## src/rtl/mul_share_pkg.sv

```systemverilog
// Shared types and helpers for the mul_share_arb block.
//   state_e   : scheduler FSM states
//   idx_width : bit width needed to index NumReq requesters (at least 1)
package mul_share_pkg;

   typedef enum logic [1:0] {
      StIdle,
      StIssue,
      StWait,
      StResp
   } state_e;

   function automatic int unsigned idx_width(input int unsigned n);
      return (n > 1) ? $clog2(n) : 1;
   endfunction

endpackage

```

## src/rtl/mul_share_rr_pick.sv

```systemverilog
// Rotate-priority encoder: picks the first asserted request at or above ptr_i,
// wrapping modulo NumReq.
//   req_v_i     : request vector
//   ptr_i       : index with highest priority this cycle
//   grant_oh_o  : one-hot grant, zero if no request
//   grant_idx_o : index of the grant, zero if no request
module mul_share_rr_pick
   import mul_share_pkg::*;
#(
   parameter int unsigned NumReq = 2,
   parameter int unsigned IdxW   = idx_width(NumReq)
) (
   input  logic [NumReq-1:0] req_v_i,
   input  logic [IdxW-1:0]   ptr_i,
   output logic [NumReq-1:0] grant_oh_o,
   output logic [IdxW-1:0]   grant_idx_o
);

   logic [31:0] cand;
   logic        found;

   always_comb begin
      grant_oh_o  = '0;
      grant_idx_o = '0;
      found       = 1'b0;
      cand        = '0;
      for (int unsigned k = 0; k < NumReq; k++) begin
         // ptr_i < NumReq, so one conditional subtract performs the wrap.
         cand = 32'(ptr_i) + k;
         if (cand >= NumReq) begin
            cand = cand - NumReq;
         end
         if (!found && req_v_i[cand[IdxW-1:0]]) begin
            found                         = 1'b1;
            grant_oh_o[cand[IdxW-1:0]]    = 1'b1;
            grant_idx_o                   = cand[IdxW-1:0];
         end
      end
   end

endmodule

```

## src/rtl/mul_share_arb.sv

```systemverilog
// Round-robin scheduler sharing one iterative multiplier among NumReq
// requesters, one operation in flight at a time.
//   clk_i, reset_i            : clock, synchronous active-high reset
//   req_v_i / req_ready_o     : per-requester request handshake
//   req_opA_i / req_opB_i     : per-requester operands
//   resp_v_o / resp_data_o    : one-hot result valid and shared result bus
//   resp_yumi_i               : per-requester result consume
//   mul_v_o / mul_ready_i     : operand handshake to the multiplier
//   mul_opA_o / mul_opB_o     : latched operands
//   mul_v_i / mul_result_i    : multiplier result
//   mul_yumi_o                : result consumed (combinational on mul_v_i in WAIT)
module mul_share_arb
   import mul_share_pkg::*;
#(
   parameter int unsigned NumReq = 2,
   parameter int unsigned Width  = 32
) (
   input  logic                          clk_i,
   input  logic                          reset_i,
   input  logic [NumReq-1:0]             req_v_i,
   output logic [NumReq-1:0]             req_ready_o,
   input  logic [NumReq-1:0][Width-1:0]  req_opA_i,
   input  logic [NumReq-1:0][Width-1:0]  req_opB_i,
   output logic [NumReq-1:0]             resp_v_o,
   output logic [Width-1:0]              resp_data_o,
   input  logic [NumReq-1:0]             resp_yumi_i,
   output logic                          mul_v_o,
   input  logic                          mul_ready_i,
   output logic [Width-1:0]              mul_opA_o,
   output logic [Width-1:0]              mul_opB_o,
   input  logic                          mul_v_i,
   input  logic [Width-1:0]              mul_result_i,
   output logic                          mul_yumi_o
);

   localparam int unsigned IdxW = idx_width(NumReq);

   state_e            state_q, state_d;
   logic [IdxW-1:0]   ptr_q, grant_q;
   logic [Width-1:0]  opa_q, opb_q, result_q;
   logic [NumReq-1:0] pick_oh;
   logic [IdxW-1:0]   pick_idx;
   logic              accept, mul_done, resp_done;

   mul_share_rr_pick #(
      .NumReq (NumReq),
      .IdxW   (IdxW)
   ) u_pick (
      .req_v_i     (req_v_i),
      .ptr_i       (ptr_q),
      .grant_oh_o  (pick_oh),
      .grant_idx_o (pick_idx)
   );

   assign accept    = (state_q == StIdle) && (|(req_v_i & pick_oh));
   assign mul_done  = (state_q == StWait) && mul_v_i;
   // Only the granted requester's consume bit counts.
   assign resp_done = (state_q == StResp) && resp_yumi_i[grant_q];

   always_ff @(posedge clk_i) begin
      if (reset_i) begin
         state_q <= StIdle;
      end else begin
         state_q <= state_d;
      end
   end

   always_comb begin
      state_d = state_q;
      unique case (state_q)
         StIdle:  if (accept)      state_d = StIssue;
         StIssue: if (mul_ready_i) state_d = StWait;
         StWait:  if (mul_v_i)     state_d = StResp;
         StResp:  if (resp_done)   state_d = StIdle;
         default:                  state_d = StIdle;
      endcase
   end

   always_comb begin
      req_ready_o = '0;
      mul_v_o     = 1'b0;
      mul_yumi_o  = 1'b0;
      resp_v_o    = '0;
      unique case (state_q)
         StIdle:  req_ready_o       = pick_oh;
         StIssue: mul_v_o           = 1'b1;
         StWait:  mul_yumi_o        = mul_v_i;
         StResp:  resp_v_o[grant_q] = 1'b1;
         default: ;
      endcase
   end

   always_ff @(posedge clk_i) begin
      if (reset_i) begin
         ptr_q    <= '0;
         grant_q  <= '0;
         opa_q    <= '0;
         opb_q    <= '0;
         result_q <= '0;
      end else begin
         if (accept) begin
            opa_q   <= req_opA_i[pick_idx];
            opb_q   <= req_opB_i[pick_idx];
            grant_q <= pick_idx;
         end
         if (mul_done) begin
            result_q <= mul_result_i;
         end
         if (resp_done) begin
            ptr_q <= (grant_q == IdxW'(NumReq - 1)) ? '0 : grant_q + IdxW'(1);
         end
      end
   end

   assign mul_opA_o   = opa_q;
   assign mul_opB_o   = opb_q;
   assign resp_data_o = result_q;

endmodule

```

## config.mk

```make
export PLATFORM = sky130hd
export DESIGN_NAME = mul_share_arb
export DESIGN_NICKNAME = d
export VERILOG_FILES = /design/src/rtl/mul_share_pkg.sv /design/src/rtl/mul_share_rr_pick.sv /design/src/rtl/mul_share_arb.sv
export SDC_FILE = /design/constraint.sdc
export NUM_CORES = 1
export LEC_CHECK = 0
export ABC_AREA = 0
export CAP_MARGIN = 10
export CORE_ASPECT_RATIO = 0.9
export CORE_UTILIZATION = 33
export DETAILED_ROUTE_END_ITERATION = 16
export PLACE_DENSITY = 0.77
export SETUP_SLACK_MARGIN = 0.02
export SLEW_MARGIN = 20
export SYNTH_ARGS = -nofsm -noshare
export SYNTH_HDL_FRONTEND = slang
export SYNTH_HIERARCHICAL = 1
export SYNTH_SLANG_ARGS = --single-unit
```

## constraint.sdc

```tcl
create_clock -name clk_i -period 1.5 [get_ports clk_i]
set_input_delay 0.375 -clock clk_i [delete_from_list [all_inputs] [get_ports clk_i]]
set_output_delay 0.375 -clock clk_i [all_outputs]
set_load 0.05 [all_outputs]
```

==> impl_results.md <==
* Final Worst Setup Slack at -0.274 ns
* Clk root buf: clkbuf_16
* Post-place setup slack at -0.669 ns
* Die Ht at about 110 um
* Initial antenna violation count at 1
* Remaining global-route overflow at 0
* Synth warn at 6
* Final wirelength at 20,600 um
* Syn_area_per_cell at 9.01 um^2
* #FFs+latches synth at 100
* H-tree depth at 3
* CORE AREA at about 12,000 um^2
* Layout net count at roughly 940
* Peak supply drop at slightly above 0.9 mV
* Max cap viols at 0
* DP HPWL at about 11,000 um
* Slew at the pin with the worst max-slew slack at about 0.35 ns
* DRC Markers at 0
* Failing checks: setup timing
* Routed via count at 4,906
* Gr usage total at roughly a quarter
* DR pass1 iterations at 4
* Post-Syn Instances at about 460
* P&R area growth vs syn at 145%
* Final ANT Viol Nets at 0
* Worst Path Required at 1.71 ns
* PwrDens at between 1500 and 2000 nW/um^2
* # hold bufs at CTS at 0
* Reg clk slew, reported paths at 0.08 ns
* Crit Path Category: reg2reg
* Crit share post-route at 118%
* Layout Utilization at a little over four fifths
* Final hold violations at 0
* Syn nets at between 600 and 700
* Clock latency on the worst-skew pair at roughly 0.34 ns
* DR WL/cell at 22.2 um
* Vias per inst at between 5 and 6
* Leakage at 0.00370 uW
* Rel. slew slack at between 70% and 80%
* Unrepaired setup endpoints after global routing: yes
* Setup Viol. Count Final at 72
* Critical Path End Type: flip-flop
* CP arrival at a little under 2 ns
* Die ar. at 13,100 um^2
* Seq/Total Area, Yosys at roughly half
* Max Fclk at between 500 and 600 MHz
* Status: complete, but fails checks
* # fillers at around 600
* First-pass GRT wire length at 24,800 um
* Die Width at 120 um
* CTS tree: built
* Starting Density at between 30% and 40%
* DRT iter0 DRCs at 203
* Slew Viols, Final at 0
* Port Buffers at roughly 270
* CTS buffer count at 9
* IO Count at between 200 and 300
* Synthesized area at about 4200 um^2
* Critical Path Fanout Max at 7
* Worst setup SP type: flip-flop
* Min Tclk post-route at around 1.8 ns
* Clock Tree Buf Depth at 2
* Pin count of the biggest net entering global routing at between 40 and 50
* Final Skew at around 0.011 ns
* Hold Crit Class: in2reg
* Vias in the first global route at between 4,000 and 5,000
* Row count at 38
* Yosys cell types at 21
* Share of cells above drive strength 1 at a little over two fifths
* Sink Count at 100
* RD Place Congestion at 0.826
worst max-delay path: stages, from the launching register on:
cell and delay (ns):
dfxtp_2 0.36, inv_2 0.05, buf_6 0.11, a21boi_4 0.26
buf_6 0.18, buf_16 0.15, mux2i_1 0.36, a211oi_2 0.17
metrics by stage:
| stage | TNS, ns | hold slack (ns) | cells | power (uW) | instance area (um^2) |
|---|---|---|---|---|---|
| after floorplan | 0 | 0.511 | 462 | 7370 | 4180 |
| after global placement | -37.46 | 0.480 | 872 | 11000 | 8180 |
| after detailed placement | -42.03 | 0.486 | 872 | 11200 | 8180 |
| after CTS | -5.34 | 0.417 | 930 | 15300 | 9470 |
| after global routing | -9.82 | 0.431 | 932 | 17200 | 10200 |
| final | -6.69 | 0.426 | 932 | 16600 | 10200 |
synthesized netlist by cell type:
cell / number / share of area (%)
a21boi_1: 2 / 0.36
nand2_1: 67 / 6.0
nor2_1: 68 / 6.1
ha_1: 4 / 1.2
a211oi_1: 65 / 12
a222oi_1: 1 / 0.24
a21o_2: 1 / 0.21
and2b_2: 1 / 0.21
and2_2: 1 / 0.18
a22oi_1: 1 / 0.18
nor2b_1: 1 / 0.15
clkbuf_1: 19 / 1.7
dfxtp_1: 100 / 48
buf_1: 4 / 0.36
nand3_1: 1 / 0.12
inv_1: 6 / 0.54
a21oi_1: 36 / 4.3
mux2i_1: 66 / 16
buf_2: 15 / 1.8
and2_1: 2 / 0.30
a21boi_2: 1 / 0.27
placed cells by master (no fill, tap or decap), types with 17 or more instances in the layout:
cell type          n
a211oi_2          57
a21oi_1           34
buf_12           115
buf_4             17
clkdlybuf4s50_1  164
dfxtp_1           97
mux2i_1           17
mux2i_2           20
mux2i_4           29
nand2_1           67
nor2_1            40
nor2_4            18
sequential cells by signal, summed over array words and instances (netlist names):
name / count
ptr_q: 1
resp_data_o: 32
grant_q: 1
mul_opA_o: 32
state_q: 2
mul_opB_o: 32
repair_timing:
item                                    in CTS  in global routing
endpoints found under the setup margin      73                 75
pin swaps                                   40                 55
resized for setup                           95                162
buffers inserted                            27                  7
cloned                                      16                  6
final timing paths:
path / cells after the start / from / end / slack (ns)
max: 7 / ptr_q / mul_opB_o[3] / -0.27
min: 2 / reset_i / resp_data_o[15] / 0.43
max reg2reg: 7 / ptr_q / mul_opB_o[3] / -0.27
min reg2reg: 2 / resp_data_o[31] / resp_data_o[31] / 0.49
kinds of logic after synthesis:
kind of cell / Yosys count / synth area share, %
simple gates: 141 / 13.1
compound gates: 107 / 17.3
flops: 100 / 48.1
mux: 66 / 15.9
buf+inv: 44 / 4.42
fa+ha+maj: 4 / 1.20
routing by layer:
layer | part of all wire (%) | track usage [%]
met5 | 0 | 0
met4 | 3.8 | 9.70
met1 | 35 | 26.5
met3 | 6.3 | 5.85
met2 | 55 | 48.1
cell type report:
cell class | instances | area, um^2 | area share (%)
diodes | 1 | 2.50 | 0.0246
inverters | 6 | 22.5 | 0.221
clock buffers | 10 | 229 | 2.25
well taps | 160 | 200 | 1.96
flip-flops and latches | 100 | 2010 | 19.7
clock inverters | 6 | 76.3 | 0.749
repair buffers | 331 | 4710 | 46.3
multi-input cells | 318 | 2940 | 28.8
power breakdown:
group          total, uW  switching (uW)  internal, uW
clock               2420            1090          1330
combinational      10200            5030          5150
sequential          4030             768          3260
Note: power is estimated with default switching activity, not from simulation.
